### src/rtl/uart_tx_arbiter_pkg.sv
// Shared definitions for the UART frame arbiter: frame constants, channel count
// and the sequencer state encoding.
package uart_tx_arbiter_pkg;

    localparam int unsigned NUM_CH      = 4;
    localparam logic [7:0]  SYNC_DEF    = 8'hA5;
    localparam logic [7:0]  ID_BASE_DEF = 8'h30;

    typedef enum logic [1:0] {
        ST_IDLE = 2'b00,
        ST_SEND = 2'b01,
        ST_WAIT = 2'b10
    } state_e;

endpackage

### src/rtl/uart_tx_arbiter_rr_arbiter4.sv
// Combinational round-robin search over four requesters, starting at the
// channel after the pointer and wrapping; the pointer itself is the lowest priority.
module rr_arbiter4 (
    input  logic [3:0] req_i,
    input  logic [1:0] ptr_i,
    output logic [1:0] gnt_o,
    output logic       any_o
);

    logic [1:0] cand_s;

    // Walk offsets from farthest to nearest so the nearest requester wins last.
    always_comb begin
        gnt_o  = 2'd0;
        any_o  = 1'b0;
        cand_s = 2'd0;
        for (int i = 4; i >= 1; i--) begin
            cand_s = ptr_i + i[1:0];
            if (req_i[cand_s]) begin
                gnt_o = cand_s;
                any_o = 1'b1;
            end else begin
                any_o = any_o;
            end
        end
    end

endmodule

### src/rtl/uart_tx_arbiter.sv
// Four-channel round-robin arbiter that sends SYNC/ID/DATA/checksum frames
// through a single-byte UART transmitter handshake.
module uart_tx_arbiter
    import uart_tx_arbiter_pkg::*;
#(
    parameter logic [7:0] SYNC    = SYNC_DEF,
    parameter logic [7:0] ID_BASE = ID_BASE_DEF
) (
    input  logic        i_Clk,
    input  logic        i_Rst,
    input  logic [3:0]  i_Req,
    input  logic [31:0] i_Data,
    output logic [3:0]  o_Ack,
    output logic        o_fBusy,
    output logic        o_fFrameDone,
    output logic        o_fTx,
    output logic [7:0]  o_TxData,
    input  logic        i_fReady,
    input  logic        i_fDone
);

    state_e     state_q, state_d;
    logic [1:0] idx_q, idx_d;
    logic [1:0] ptr_q, ptr_d;
    logic [1:0] ch_q, ch_d;
    logic [7:0] data_q, data_d;
    logic [3:0] ack_q, ack_d;
    logic [1:0] gnt_s;
    logic       any_s;
    logic [7:0] id_s;
    logic [7:0] tx_byte_s;

    rr_arbiter4 u_rr_arbiter4 (
        .req_i (i_Req),
        .ptr_i (ptr_q),
        .gnt_o (gnt_s),
        .any_o (any_s)
    );

    assign id_s     = ID_BASE + {6'd0, ch_q};
    assign o_Ack    = ack_q;
    assign o_fBusy  = (state_q != ST_IDLE);

    // Frame byte selected by the byte index.
    always_comb begin
        case (idx_q)
            2'd0:    tx_byte_s = SYNC;
            2'd1:    tx_byte_s = id_s;
            2'd2:    tx_byte_s = data_q;
            2'd3:    tx_byte_s = SYNC ^ id_s ^ data_q;
            default: tx_byte_s = SYNC;
        endcase
    end

    // Sequencer state and grant registers; pointer resets to 3 so channel 0 leads.
    always_ff @(posedge i_Clk or negedge i_Rst) begin
        if (!i_Rst) begin
            state_q <= ST_IDLE;
            idx_q   <= 2'd0;
            ptr_q   <= 2'd3;
            ch_q    <= 2'd0;
            data_q  <= 8'd0;
            ack_q   <= 4'd0;
        end else begin
            state_q <= state_d;
            idx_q   <= idx_d;
            ptr_q   <= ptr_d;
            ch_q    <= ch_d;
            data_q  <= data_d;
            ack_q   <= ack_d;
        end
    end

    // Next-state logic and the combinational handshake outputs.
    always_comb begin
        state_d      = state_q;
        idx_d        = idx_q;
        ptr_d        = ptr_q;
        ch_d         = ch_q;
        data_d       = data_q;
        ack_d        = 4'd0;
        o_fTx        = 1'b0;
        o_fFrameDone = 1'b0;
        o_TxData     = 8'd0;
        case (state_q)
            ST_IDLE: begin
                if (any_s) begin
                    state_d = ST_SEND;
                    ch_d    = gnt_s;
                    ptr_d   = gnt_s;
                    idx_d   = 2'd0;
                    data_d  = i_Data[{gnt_s, 3'b000} +: 8];
                    ack_d   = 4'b0001 << gnt_s;
                end else begin
                    state_d = ST_IDLE;
                end
            end
            ST_SEND: begin
                o_fTx    = i_fReady;
                o_TxData = tx_byte_s;
                if (i_fReady) begin
                    state_d = ST_WAIT;
                end else begin
                    state_d = ST_SEND;
                end
            end
            ST_WAIT: begin
                o_TxData = tx_byte_s;
                if (i_fDone) begin
                    if (idx_q == 2'd3) begin
                        state_d      = ST_IDLE;
                        o_fFrameDone = 1'b1;
                    end else begin
                        state_d = ST_SEND;
                        idx_d   = idx_q + 2'd1;
                    end
                end else begin
                    state_d = ST_WAIT;
                end
            end
            default: begin
                state_d = ST_IDLE;
            end
        endcase
    end

endmodule

### config.mk
export PLATFORM = sky130hd
export DESIGN_NAME = uart_tx_arbiter
export DESIGN_NICKNAME = d
export VERILOG_FILES = /design/src/rtl/uart_tx_arbiter_pkg.sv /design/src/rtl/uart_tx_arbiter_rr_arbiter4.sv /design/src/rtl/uart_tx_arbiter.sv
export SDC_FILE = /design/constraint.sdc
export NUM_CORES = 1
export LEC_CHECK = 0
export BUFFER_PORTS_ARGS = -buffer_cell sky130_fd_sc_hd__buf_2
export CAP_MARGIN = 20
export CORE_MARGIN = 10
export CORE_UTILIZATION = 50
export CTS_BUF_LIST = sky130_fd_sc_hd__clkbuf_8
export DETAILED_ROUTE_END_ITERATION = 7
export PLACE_DENSITY = 0.91
export SYNTH_ARGS = -nofsm -noshare
export SYNTH_HDL_FRONTEND = slang
export SYNTH_HIERARCHICAL = 1
export SYNTH_SLANG_ARGS = --single-unit
### constraint.sdc
create_clock -name i_Clk -period 1.9 [get_ports i_Clk]
set_clock_uncertainty 0.1 [all_clocks]
set_input_delay 0.38 -clock i_Clk [delete_from_list [all_inputs] [get_ports i_Clk]]
set_output_delay 0.38 -clock i_Clk [all_outputs]
set_load 0.01 [all_outputs]
==> tab_implementation.tex <==
\begin{tabular}{lr}
\hline
Metric & Value \\
\hline
\multicolumn{2}{l}{\textbf{Outcome}} \\
\quad Status & finished, violations left \\
\quad Violations in the final reports & setup timing \\
\multicolumn{2}{l}{\textbf{Layout}} \\
\quad Commonest cells after routing, fill and taps aside & 53 x sky130\_fd\_sc\_hd\_\_buf\_2, 25 x sky130\_fd\_sc\_hd\_\_nand2\_1, 18 x sky130\_fd\_sc\_hd\_\_mux2i\_1 \\
\quad P\&R area growth vs syn & 39.2\% \\
\quad Number of antenna diodes & 0 \\
\quad Net count reported at finish & 256 \\
\quad Non-filler cells in the finished layout & 236 \\
\quad Most common library cell in the layout ignoring fill and taps & sky130\_fd\_sc\_hd\_\_buf\_2 \\
\quad Final instance area & 1900 sq um \\
\quad Share of post-route cells with drive strength above 1 & 44.7\% \\
\multicolumn{2}{l}{\textbf{Power}} \\
\quad Power spent charging and discharging nets & 1.14 mW \\
\quad Part of the total power dissipated in combinational logic & 59.7\% \\
\quad Final total power & 2.76 mW \\
\quad Switching portion of total power & 41.2\% \\
\quad Leakage & 0.978 nW \\
\quad Power per cell area & 1450 nW/um\^{}2 \\
\quad Sequential cell fraction of total power & 28.7\% \\
\quad Pint & 1.62 mW \\
\quad Part of the power in the clock network & 11.6\% \\
\quad IR Drop Worst-Case VDD & 1.05 mV \\
\multicolumn{2}{l}{\textbf{Timing}} \\
\quad Crit share post-route & 104\% \\
\quad Post-layout min period & 1.98 ns \\
\quad Highest Clock Rate & 504 MHz \\
\quad Relative slew slack & 70.2\% \\
\quad Setup repair after global routing missed its margin & true \\
\quad Fin. Hold Viols & 0 \\
\quad Transition time at the pin with the least slew margin & 0.448 ns \\
\quad Pins Over Slew Limit & 0 \\
\quad Number of failing setup endpoints in the final timing report & 7 \\
\quad Hold WS & 0.288 ns \\
\quad Least setup slack across all paths after layout & -0.0827 ns \\
\quad Setup tns final & -0.418 ns \\
\multicolumn{2}{l}{\textbf{Floorplanning}} \\
\quad Count of boundary I/O pins & 55 \\
\quad Full die area & 5210 sq um \\
\quad Initial core utilization & 53.5\% \\
\quad Area of the core & 2540 sq um \\
\quad Number of core rows & 18 \\
\quad Die height & 72.2 microns \\
\quad Die X & 72.2 microns \\
\multicolumn{2}{l}{\textbf{Route}} \\
\quad Iteration-0 DRC count of the detailed router & 43 \\
\quad Total routed wirelength & 3.77 mm \\
\quad Final routed DRC violation total & 0 \\
\quad Detailed-route vias per instance & 5.41 \\
\quad Vias post-DR & 1276 \\
\quad Routed wire length per instance & 16.0 microns \\
\quad Total iterations of the first detailed-routing run & 4 \\
\quad Number of antenna-violating nets in the routed design & 0 \\
\multicolumn{2}{l}{\textbf{Synth}} \\
\quad Seq cells post-synth & 20 \\
\quad Cell taking the most area after synthesis & sky130\_fd\_sc\_hd\_\_dfrtp\_1 \\
\quad Mean instance size in the synthesized netlist & 9.59 sq um \\
\quad Sequential share of the synthesized area & 36.9\% \\
\quad Top area cells in the synthesized netlist & sky130\_fd\_sc\_hd\_\_dfrtp\_1 33\%, sky130\_fd\_sc\_hd\_\_mux2i\_1 13\%, sky130\_fd\_sc\_hd\_\_ha\_1 8.3\% \\
\quad Post-synthesis cell area & 1360 sq um \\
\quad Synth top area share & 33.1\% \\
\quad Netlist cell types & 36 \\
\quad Synthesized instance count & 142 \\
\quad Nets in the synthesized netlist & 191 \\
\quad Number of warnings printed during yosys synthesis & 6 \\
\multicolumn{2}{l}{\textbf{CTS}} \\
\quad Clk slew on worst S/H paths & 0.07 ns \\
\quad Clock tree from TritonCTS & built \\
\quad CTS H-tree lvls & 1 \\
\quad Number of buffers created by CTS & 3 \\
\quad Clk\_lat worst skew & 0.25 ns \\
\quad Sinks on the clock net & 20 \\
\quad Master cell of the clock root buffer & sky130\_fd\_sc\_hd\_\_clkbuf\_8 \\
\quad Worst-case clock buffer depth & 2 \\
\multicolumn{2}{l}{\textbf{Setup path}} \\
\quad Endpoint arrival time on the critical path & 1.50 ns \\
\quad Start point of the critical path & idx\_q[0] \\
\quad Startpoint class of the critical path & flop \\
\quad Nature of the critical path endpoint & output port \\
\quad Critical path required time & 1.42 ns \\
\quad Count of cells along the worst register-to-register path & 5 \\
\quad Flop2flop setup slack & 0.21 ns \\
\quad Endpoint of the most critical setup path & o\_TxData[2] \\
\quad Critical Path Fanout Max & 6 \\
\quad Crit Reg-Reg Endpoint & data\_q[7] \\
\quad Source of the worst register-to-register timing path & ptr\_q[1] \\
\quad Crit path kind & flop to output port \\
\multicolumn{2}{l}{\textbf{Global routing}} \\
\quad Gr usage total & 14.1\% \\
\quad Maximum number of pins on one net before global-route repair & 21 \\
\quad Via count of the first global-routing pass & 1416 \\
\quad Overflow after GRT & 0 \\
\quad First-pass GRT wire length & 6.20 mm \\
\quad Antenna violations before repair & 0 \\
\multicolumn{2}{l}{\textbf{Hold path}} \\
\quad Worst min path class & primary input to flop \\
\multicolumn{2}{l}{\textbf{Place}} \\
\quad Placed Cells & 228 \\
\quad Detailed Place HPWL & 2.95 mm \\
\quad Area after detailed placement & 1710 sq um \\
\quad Final Wtd Congestion & 0.870 \\
\quad Port Buffer Count & 54 \\
\multicolumn{2}{l}{\textbf{Run}} \\
\quad Number of violations of the max-capacitance limit & 0 \\
\hline
\end{tabular}
[sequential cells by signal, summed over array words and instances (netlist names)]
signal	count
state_q	2
ch_q	2
o_Ack	4
ptr_q	2
data_q	8
idx_q	2
[power by group through the flow]
stage                     logic, mW  clock network, mW  registers (mW)
after floorplan               0.960                  0           0.766
final                          1.65              0.319           0.792
after global routing           1.80              0.344           0.812
after global placement         1.42                  0           0.776
after CTS                      1.60              0.322           0.788
after detailed placement       1.45                  0           0.786
[through the flow]
stage	utilization [%]	setup slack, ns
after floorplan	-	0.207
after global placement	67.3	0.116
after detailed placement	67.3	0.0786
after CTS	73.4	-0.0832
after global routing	74.5	-0.160
final	74.5	-0.0827
[synth_stat cells]
library cell / instances
sky130_fd_sc_hd__nor3_1: 2
sky130_fd_sc_hd__nand2b_1: 6
sky130_fd_sc_hd__o21a_1: 4
sky130_fd_sc_hd__a221o_1: 2
sky130_fd_sc_hd__buf_4: 1
sky130_fd_sc_hd__buf_2: 1
sky130_fd_sc_hd__dfrtp_1: 18
sky130_fd_sc_hd__or2_1: 1
sky130_fd_sc_hd__o221ai_2: 1
sky130_fd_sc_hd__a21oi_1: 4
sky130_fd_sc_hd__and3_1: 3
sky130_fd_sc_hd__buf_6: 1
sky130_fd_sc_hd__mux2i_1: 18
sky130_fd_sc_hd__o211ai_2: 1
sky130_fd_sc_hd__dfstp_2: 2
sky130_fd_sc_hd__nand3b_1: 1
sky130_fd_sc_hd__a22oi_1: 1
sky130_fd_sc_hd__inv_2: 1
sky130_fd_sc_hd__a221oi_1: 1
sky130_fd_sc_hd__nor2_1: 8
sky130_fd_sc_hd__and2b_1: 1
sky130_fd_sc_hd__a21boi_0: 1
sky130_fd_sc_hd__ha_1: 9
sky130_fd_sc_hd__nand3_1: 2
sky130_fd_sc_hd__a31oi_1: 2
sky130_fd_sc_hd__nand2_1: 25
sky130_fd_sc_hd__xor2_1: 1
sky130_fd_sc_hd__mux2_2: 2
sky130_fd_sc_hd__o211a_1: 1
sky130_fd_sc_hd__o221ai_1: 8
sky130_fd_sc_hd__inv_1: 7
sky130_fd_sc_hd__nand3_2: 1
sky130_fd_sc_hd__and2_1: 2
sky130_fd_sc_hd__a21oi_2: 1
sky130_fd_sc_hd__o21ai_0: 1
sky130_fd_sc_hd__xnor2_1: 1
[cell type report]
type                    instances  area, sq um
fillers                       189          649
multi-input cells             111          888
clock buffers                   4         55.1
well taps                      30         37.5
inverters                       8         30.0
flip-flops and latches         20          505
repair buffers                 63          379
[logic make-up (layout without fill, tap and decap cells)]
| family | Yosys count | after routing | synth area share (%) |
|---|---|---|---|
| compound gates | 28 | 28 | 16.7 |
| xor+xnor | 2 | 2 | 1.29 |
| fa+ha+maj | 9 | 9 | 8.27 |
| buf+inv | 11 | 75 | 3.95 |
| flops | 20 | 20 | 36.9 |
| mux | 20 | 20 | 14.9 |
| simple gates | 52 | 52 | 17.9 |
[how the worst min path moves through the flow]
stage	start	depth (start not counted)	slack (ns)	end
finish	i_fReady	3	0.29	state_q[1]
global route	i_fReady	3	0.31	state_q[1]
CTS	i_fReady	3	0.29	state_q[1]
detailed placement	i_Rst	1	0.25	idx_q[0]
global placement	i_Rst	1	0.25	idx_q[0]
floorplan	i_Rst	0	-0.02	ch_q[0]
[repair_timing]
item,CTS,global route
endpoints found under the setup margin,8,17
pin swaps,5,3
gates resized for setup,18,5
cloned,0,0
endpoints found under the hold margin,18,0
buffers inserted,2,1
hold buffers,1,0
[metal layers]
metal,share of wire [%],track usage (%),vias to the layer above,wire (microns)
met2,52,25.9,42,1970
met5,0,0,-,0
met4,0.21,2.58,0,8
li1,-,-,640,-
met1,40,15.5,592,1520
met3,7.3,4.49,2,276
[critical path: stages (launching register included)]
cell,delay (ns)
sky130_fd_sc_hd__dfrtp_2,0.42
sky130_fd_sc_hd__inv_2,0.09
sky130_fd_sc_hd__ha_4,0.19
sky130_fd_sc_hd__mux2_2,0.26
sky130_fd_sc_hd__o21a_1,0.16
sky130_fd_sc_hd__buf_2,0.14
(Power assumes the default switching activity.)
